[config.mk]
export PLATFORM = sky130hd
export DESIGN_NAME = sum_window_acc
export DESIGN_NICKNAME = d
export VERILOG_FILES = /design/src/rtl/sum_pkg.sv /design/src/rtl/sum_acc_core.sv /design/src/rtl/sum_window_acc.sv
export SDC_FILE = /design/constraint.sdc
export NUM_CORES = 1
export LEC_CHECK = 0
export ABC_AREA = 1
export CORE_ASPECT_RATIO = 1.25
export CORE_MARGIN = 2
export CORE_UTILIZATION = 35
export DETAILED_ROUTE_END_ITERATION = 7
export GPL_TIMING_DRIVEN = 0
export HOLD_SLACK_MARGIN = 0.05
export PLACE_DENSITY_LB_ADDON = 0.2
export SETUP_SLACK_MARGIN = 0.15
export SLEW_MARGIN = 40
export SYNTH_ARGS = -nofsm -noshare
export SYNTH_HDL_FRONTEND = slang
export SYNTH_SLANG_ARGS = --single-unit
export TNS_END_PERCENT = 50
[constraint.sdc]
create_clock -name clk -period 2.3 [get_ports clk]
set_input_delay 0.575 -clock clk [delete_from_list [all_inputs] [get_ports clk]]
set_output_delay 0.575 -clock clk [all_outputs]
set_load 0.05 [all_outputs]
[src/rtl/sum_pkg.sv]
// Shared types and default widths for the window accumulator.
package sum_pkg;

  localparam int unsigned SUM_DATA_W = 128;
  localparam int unsigned SUM_ACC_W  = 136;
  localparam int unsigned SUM_CNT_W  = 8;

  typedef enum logic [1:0] {
    IDLE,
    ACC,
    HOLD
  } state_t;

  typedef logic [SUM_DATA_W-1:0] sum_t;

endpackage

[src/rtl/sum_acc_core.sv]
// Accumulator register with zero-extending adder and a sticky carry-out flag.
module sum_acc_core #(
  parameter int unsigned DATA_W = 128,
  parameter int unsigned ACC_W  = 136
) (
  input  logic              clk,
  input  logic              rst_n,
  input  logic              i_clr,
  input  logic              i_en,
  input  logic [DATA_W-1:0] i_add,
  output logic [ACC_W-1:0]  o_acc,
  output logic              o_ovf
);

  logic [ACC_W-1:0] r_acc;
  logic             r_ovf;
  logic [ACC_W:0]   w_sum;

  // One extra bit on the adder captures the carry out of ACC_W.
  assign w_sum = {1'b0, r_acc} + (ACC_W+1)'(i_add);

  // Clear wins over enable; ovf only ever sets until the next clear.
  always_ff @(posedge clk or negedge rst_n) begin
    if (!rst_n) begin
      r_acc <= '0;
      r_ovf <= 1'b0;
    end else if (i_clr) begin
      r_acc <= '0;
      r_ovf <= 1'b0;
    end else if (i_en) begin
      r_acc <= w_sum[ACC_W-1:0];
      r_ovf <= r_ovf | w_sum[ACC_W];
    end
  end

  assign o_acc = r_acc;
  assign o_ovf = r_ovf;

endmodule

[src/rtl/sum_window_acc.sv]
// Folds a programmable number of incoming sums into one window total.
module sum_window_acc
  import sum_pkg::*;
#(
  parameter int unsigned DATA_W = SUM_DATA_W,
  parameter int unsigned ACC_W  = SUM_ACC_W,
  parameter int unsigned CNT_W  = SUM_CNT_W
) (
  input  logic              clk,
  input  logic              rst_n,
  input  logic              start,
  input  logic [CNT_W-1:0]  win_len,
  input  logic              flush,
  input  logic              in_valid,
  output logic              in_ready,
  input  logic [DATA_W-1:0] in_data,
  output logic              out_valid,
  input  logic              out_ready,
  output logic [ACC_W-1:0]  out_acc,
  output logic [CNT_W-1:0]  out_count,
  output logic              out_ovf,
  output logic              busy
);

  state_t           r_state;
  state_t           w_state_nxt;
  logic [CNT_W-1:0] r_len;
  logic [CNT_W-1:0] r_cnt;
  logic             w_start_ok;
  logic             w_accept;
  logic             w_last;
  logic             w_clr;

  assign w_start_ok = (r_state == IDLE) && start && !flush;
  assign w_accept   = in_valid && in_ready;
  assign w_last     = (r_cnt + CNT_W'(1)) == r_len;
  assign w_clr      = flush || w_start_ok;

  // State register.
  always_ff @(posedge clk or negedge rst_n) begin
    if (!rst_n) begin
      r_state <= IDLE;
    end else begin
      r_state <= w_state_nxt;
    end
  end

  // Next-state and handshake outputs; flush overrides everything.
  always_comb begin
    w_state_nxt = r_state;
    in_ready    = 1'b0;
    out_valid   = 1'b0;
    busy        = 1'b0;
    case (r_state)
      IDLE: begin
        if (start) begin
          w_state_nxt = (win_len == '0) ? HOLD : ACC;
        end
      end
      ACC: begin
        in_ready = !flush;
        busy     = 1'b1;
        if (w_accept && w_last) begin
          w_state_nxt = HOLD;
        end
      end
      HOLD: begin
        out_valid = 1'b1;
        busy      = 1'b1;
        if (out_ready) begin
          w_state_nxt = IDLE;
        end
      end
      default: w_state_nxt = IDLE;
    endcase
    if (flush) begin
      w_state_nxt = IDLE;
      out_valid   = 1'b0;
    end
  end

  // Window length latch and beat counter; count stays visible after the window.
  always_ff @(posedge clk or negedge rst_n) begin
    if (!rst_n) begin
      r_len <= '0;
      r_cnt <= '0;
    end else if (flush) begin
      r_len <= '0;
      r_cnt <= '0;
    end else if (w_start_ok) begin
      r_len <= win_len;
      r_cnt <= '0;
    end else if (w_accept) begin
      r_cnt <= r_cnt + CNT_W'(1);
    end
  end

  sum_acc_core #(
    .DATA_W(DATA_W),
    .ACC_W (ACC_W)
  ) u_core (
    .clk  (clk),
    .rst_n(rst_n),
    .i_clr(w_clr),
    .i_en (w_accept),
    .i_add(in_data),
    .o_acc(out_acc),
    .o_ovf(out_ovf)
  );

  assign out_count = r_cnt;

endmodule

==> impl_metrics.tcl, run 1 <==
set metrics [dict create \
    die_h_um 269 \
    wl_per_cell_um 21.8 \
    synth_mux_area_frac 0 \
    cts.sinks 155 \
    syn-num-nets 3810 \
    fin_hold_ws_ps 488 \
    ys_types 45 \
    port_buffers 289 \
    synth-seq-cells 155 \
    cp-end-kind "flip-flop" \
    powerDensity_nw_per_um2 391 \
    grt_pass1_wl_mm 152 \
    routed_wl_mm 108 \
    area_delta_synth_final_pct 79.8 \
    syn_avg_cell_area_um2 5.55 \
    yosys.area_share.simple 0.471 \
    start_kind "flip-flop" \
    drc 0 \
    design_area_um2 35300 \
    ys_warn_count 0 \
    finalCriticalPeriod_ps 2390 \
    io_pins 290 \
    synth-xor-area-share 0.00892 \
    cts-htree-levels 4 \
    fillers 4938 \
    maxSlewHeadroom 0.503 \
    hp-class "reg2reg" \
    first_iter_violations 1739 \
    synth-main-ff-cell "dfrtp_1" \
    synth_area_um2 19600 \
    rsz0062_at_grt "yes" \
    cts_inserted_buffers 17 \
    setup_viol 38 \
    antenna_found_initial 2 \
    synth-edff-count 0 \
    netlist_instances 3535 \
    setup_slack_ps -88.3 \
    dieArea_um2 58000 \
    cpPeakStageDelay_ps 430 \
    worst_pin_slew_ps 745 \
    yosys.area.top_type "nand2_1" \
    critPathTopFamily "buffers and inverters" \
    cts_tree "done" \
    maxCapViolCount 0 \
    hpwl_mm 83.5 \
    critPathKind "reg2reg" \
    place_area_um2 23700 \
    rows 97 \
    timing.fmax_mhz 419 \
    cp_num_buf_inv 4 \
    synth_adder_area_share 0.0852 \
    postRouteAntennaNets 0 \
    synthArstFlopShare 1.00 \
    required_ps 2750 \
    synth_compound_gate_area_share 0.110 \
    clock_latency_ps 510 \
    overflow 0 \
    path_clk_slew_ps 80 \
    grt_start_max_net_pins 62 \
    crit_slowest_cell "dfrtp_2" \
    vias 25600 \
    synth_top_family_by_area "simple AND/OR/NAND/NOR gates" \
    cp_cell_sequence "ha_4 > fa_2 > buf_6 > nand3_4 > nand3b_4 > buf_4 > nand3_2 > nand3_4 > buf_12 > buf_6 > a21oi_2 > o21ai_1 > nand2_1" \
    skew_ps 15.3 \
    post-route-period-util 1.04 \
    viasPerCell 5.19 \
    firstDrtPassIters 6 \
    grtUsageTotal 0.354 \
    core_area_um2 55700 \
    status "finished with violations" \
    leakage_nw 18.4 \
    synth_seq_area_share 0.198 \
    final_hold_viol_count 0 \
    final_layout_size_suffix_gt1_frac 0.477 \
    failed_checks "negative setup slack" \
    cp.arrival_ps 2830 \
    clockBufferDepth 2 \
    synth_top_area_share 0.266 \
    start_util 0.352 \
    fp.dieW_um 216 \
    critical_path.max_fanout 4 \
    irDropWorstVdd_mv 0.529 \
    nets 4455 \
    slew_violations 0 \
    grt_pass1_vias 25100 \
    synth.area.top_cells "nand2_1 27%, dfrtp_1 20%, inv_1 12%" \
    gp_congestion 1.01 \
    cts_root_buf "clkbuf_16" \
]
==> power breakdown <==
group	internal (mW)	switching, mW	total, mW
logic	2.89	4.70	7.59
registers	2.93	0.230	3.16
clock network	1.59	1.45	3.04
==> area by class of cell <==
class	count	area, µm²	share of cell area
diodes	1	2.50	0.0000709
plain buffers	30	216	0.00613
clock buffers	21	470	0.0133
clock inverters	11	111	0.00315
inverters	629	2410	0.0683
multi-input cells	2721	21400	0.606
flip-flops and latches	155	4030	0.114
well taps	742	928	0.0263
repair buffers	626	5730	0.162
==> timing repair <==
item	in CTS	in global routing
gates resized for setup	1827	512
hold buffers	1	0
setup buffers	233	101
endpoints found under the hold margin	40	0
endpoints found under the setup margin	293	182
pin swaps	400	377
==> logic make-up (layout without fill, tap and decap cells) <==
kind of cell	after synthesis	after routing
flops	155	155
buf+inv	659	1317
simple gates	2182	2182
compound gates	386	386
other cells	0	1
fa+ha+maj	133	133
xor+xnor	20	20
==> synthesized netlist by cell type, drive strengths merged, types with 4 or more instances <==
| cell | count |
|---|---|
| nand2 | 1464 |
| inv | 628 |
| nor2 | 437 |
| a21oi | 195 |
| nand3 | 178 |
| dfrtp | 155 |
| ha | 132 |
| o21ai | 117 |
| o21bai | 44 |
| nand3b | 28 |
| nor3 | 26 |
| or2 | 19 |
| nand4 | 18 |
| buf | 17 |
| clkbuf | 13 |
| xnor2 | 13 |
| o31ai | 12 |
| nor4 | 8 |
| xor2 | 7 |
| o22ai | 6 |
| a22o | 4 |
==> metrics by stage <==
step,total power [mW],cells,setup TNS [ps],worst slack (ps),utilization
after floorplan,6.06,3535,0,29.3,-
after global placement,7.94,4566,-1239740,-7320,0.425
after detailed placement,7.95,4568,-138590,-1580,0.426
after CTS,13.1,4834,-897,-83.7,0.586
after global routing,14.3,4936,-6490,-164,0.634
final,13.8,4936,-1100,-88.3,0.634
==> flip-flops by register name (all words and copies together), names as in the netlist <==
register,cells
u_core.o_ovf,1
out_count,8
r_len,8
u_core.o_acc,136
r_state,2
==> worst paths after layout <==
path | from | to | slack (ps) | depth (start not counted)
setup / recovery | u_core.o_acc[0] | u_core.o_acc[42] | -90 | 13
hold / removal | u_core.o_ovf | u_core.o_ovf | 490 | 2
setup reg to reg | u_core.o_acc[0] | u_core.o_acc[42] | -90 | 13
hold reg to reg | u_core.o_ovf | u_core.o_ovf | 490 | 2
max in group asynchronous | rst_n | u_core.o_acc[102] | 700 | 4
min in group asynchronous | rst_n | u_core.o_acc[46] | 530 | 2
==> worst register-to-register path, stage by stage (launching register included) <==
cell and delay [ps]:
dfrtp_2 430, ha_4 170, fa_2 390, buf_6 150, nand3_4 80, nand3b_4 140
buf_4 170, nand3_2 80, nand3_4 180, buf_12 190, buf_6 110, a21oi_2 100
o21ai_1 80, nand2_1 60
==> layer usage <==
| layer | track usage | share of wire | vias to the layer above |
|---|---|---|---|
| met5 | 0 | 0 | - |
| met3 | 0.0521 | 0.047 | 349 |
| li1 | - | - | 12200 |
| met2 | 0.642 | 0.50 | 829 |
| met4 | 0.250 | 0.087 | 0 |
| met1 | 0.378 | 0.37 | 12200 |
==> cells in the final DEF (no fill, tap or decap), types with 18 or more instances in the layout <==
cell type	count
a21oi_1	47
a21oi_2	84
a21oi_4	64
buf_12	22
buf_4	277
buf_6	52
dfrtp_1	38
dfrtp_2	117
dlygate4sd2_1	231
dlymetal6s2s_1	34
ha_4	128
inv_1	480
inv_2	130
inv_4	18
nand2_1	918
nand2_2	307
nand2_4	213
nand2_8	26
nand3_1	63
nand3_2	77
nand3_4	38
nand3b_1	27
nand4_1	18
nor2_1	142
nor2_2	92
nor2_4	203
o21ai_0	49
o21ai_1	42
o21ai_2	21
No activity file was read; power rests on OpenSTA's default activity.
==> inputs of run 2 (changes only) <==
--- a/config.mk
+++ b/config.mk
@@ -12,7 +12,6 @@
 export DETAILED_ROUTE_END_ITERATION = 7
 export GPL_TIMING_DRIVEN = 0
 export HOLD_SLACK_MARGIN = 0.05
-export PLACE_DENSITY_LB_ADDON = 0.2
 export SETUP_SLACK_MARGIN = 0.15
 export SLEW_MARGIN = 40
 export SYNTH_ARGS = -nofsm -noshare
==> run 2 against run 1 <==
The run still ends with negative setup slack left. First-iteration DRC count is 3.3% lower. Power is 1.8% lower. Register-to-register slack worse by 120 ps. Die area stayed put. Critical endpoint is now u_core.o_acc[59]. Largest power group unchanged.
==> impl_metrics.tcl, run 2 (synthesized netlist as in run 1, its figures left out) <==
set metrics [dict create \
    hp-class "reg2reg" \
    fin_tns_setup_ps -3050 \
    dieArea_um2 58000 \
    path_clk_slew_ps 70 \
    mostFrequentLayoutCell "nand2_1" \
    required_ps 2720 \
    cts_tree "done" \
    firstDrtPassIters 6 \
    cpMostUsedCell "nand2_4" \
    vias 25600 \
    cp.arrival_ps 2930 \
    start_util 0.352 \
    worst_pin_slew_ps 804 \
    leakage_nw 17.7 \
    postRouteAntennaNets 0 \
    grt_start_max_net_pins 69 \
    crit_slowest_cell "dfrtp_2" \
    finalCriticalPeriod_ps 2510 \
    post-route-period-util 1.09 \
    fillers 4880 \
    area_delta_synth_final_pct 76.1 \
    dp_slack_ps -1350 \
    status "finished with violations" \
    grt_pass1_wl_mm 145 \
    clockBufferDepth 2 \
    cp_cell_sequence "ha_4 > nand2_4 > nor2_4 > buf_6 > buf_6 > a21oi_4 > nor2_2 > nor2_2 > nand2_4 > nand2_4 > nand2_8 > buf_12 > or2_1 > nand3_1 > nand2_1" \
    io_pins 290 \
    grtUsageTotal 0.336 \
    timing.fmax_mhz 399 \
    start_kind "flip-flop" \
    final_cell_mix "945 x nand2_1, 482 x inv_1, 291 x nand2_2, 262 x buf_4, 255 x dlygate4sd2_1" \
    critical_path.max_fanout 4 \
    failed_checks "negative setup slack" \
    powerDensity_nw_per_um2 392 \
    cts-htree-levels 4 \
    critPathTopFamily "simple AND/OR/NAND/NOR gates" \
    cts_inserted_buffers 17 \
    routed_wl_mm 104 \
    setup_viol 47 \
    critPathKind "reg2reg" \
    slew_violations 0 \
    fp.dieW_um 216 \
    wl_per_cell_um 21.2 \
    cts_root_buf "clkbuf_16" \
    largest_reg_flops 136 \
    stdcell_count 4898 \
    hpwl_mm 79.6 \
    placedCellCount 4568 \
    overflow 0 \
    cpPeakStageDelay_ps 450 \
    rsz0062_at_grt "yes" \
    viasPerCell 5.22 \
    die_h_um 269 \
    post-route-util 0.621 \
    core_area_um2 55700 \
    cp-end-kind "flip-flop" \
    first_iter_violations 1681 \
    clock_latency_ps 530 \
    drc 0 \
    setup_slack_ps -207 \
    maxSlewHeadroom 0.464 \
    cts.sinks 155 \
    cp_num_buf_inv 3 \
    maxCapViolCount 0 \
    final_hold_viol_count 0 \
    final_layout_size_suffix_gt1_frac 0.460 \
    irDropWorstVdd_mv 0.619 \
    gp_congestion 1.09 \
    antenna_found_initial 5 \
    nets 4417 \
    port_buffers 289 \
    rows 97 \
    grt_pass1_vias 24500 \
    skew_ps 17.7 \
]
## run 2: final cells by class
type / count / area [µm²] / share of cell area
Inverter: 629 / 2400 / 0.0694
Clock inverter: 14 / 136 / 0.00394
Multi-Input combinational cell: 2721 / 21300 / 0.615
Clock buffer: 18 / 439 / 0.0127
Sequential cell: 155 / 4020 / 0.116
Timing Repair Buffer: 588 / 5170 / 0.150
Tap cell: 742 / 928 / 0.0269
Buffer: 30 / 211 / 0.00612
Antenna cell: 1 / 2.50 / 0.0000724
## run 2: tightest hold or removal path, stage by stage (launching register included)
cell and delay, ps:
dfrtp_1 340, nand2_1 60, nand2_1 60
## run 2: per-stage QoR
stage	power (mW)	cell area [µm²]	hold WS (ps)
4_1_cts	12.6	31500	484
2_1_floorplan	6.06	19800	279
6_report	13.5	34600	488
3_3_place_gp	7.86	23700	466
5_1_grt	14.1	34600	527
3_5_place_dp	7.88	23700	470
## run 2: report_power, final
group / total, mW / internal (mW) / switching, mW
sequential: 3.16 / 2.93 / 0.225
combinational: 7.40 / 2.76 / 4.65
clock: 2.99 / 1.54 / 1.45
total: 13.6 / 7.22 / 6.33
## run 2: timing repair
| item | CTS | global route |
|---|---|---|
| setup buffers | 181 | 115 |
| hold buffers | 1 | 0 |
| gates resized for setup | 1653 | 583 |
| hold endpoints to repair | 35 | 0 |
| pin swaps | 407 | 338 |
| setup endpoints to repair | 293 | 152 |
## run 2: final timing paths
kind | startpoint | end | slack [ps] | depth (start not counted)
worst max-delay path | u_core.o_acc[17] | u_core.o_acc[59] | -210 | 15
worst min-delay path | u_core.o_ovf | u_core.o_ovf | 490 | 2
worst max register to register | u_core.o_acc[17] | u_core.o_acc[59] | -210 | 15
worst min register to register | u_core.o_ovf | u_core.o_ovf | 490 | 2
max in group asynchronous | rst_n | u_core.o_acc[113] | 1040 | 3
min in group asynchronous | rst_n | u_core.o_acc[47] | 530 | 2
## run 2: metal layers
metal	up-vias	GRT usage	part of all wire
met5	-	0	0
met1	12100	0.364	0.37
met3	376	0.0519	0.056
li1	12100	-	-
met2	974	0.599	0.49
met4	0	0.243	0.087
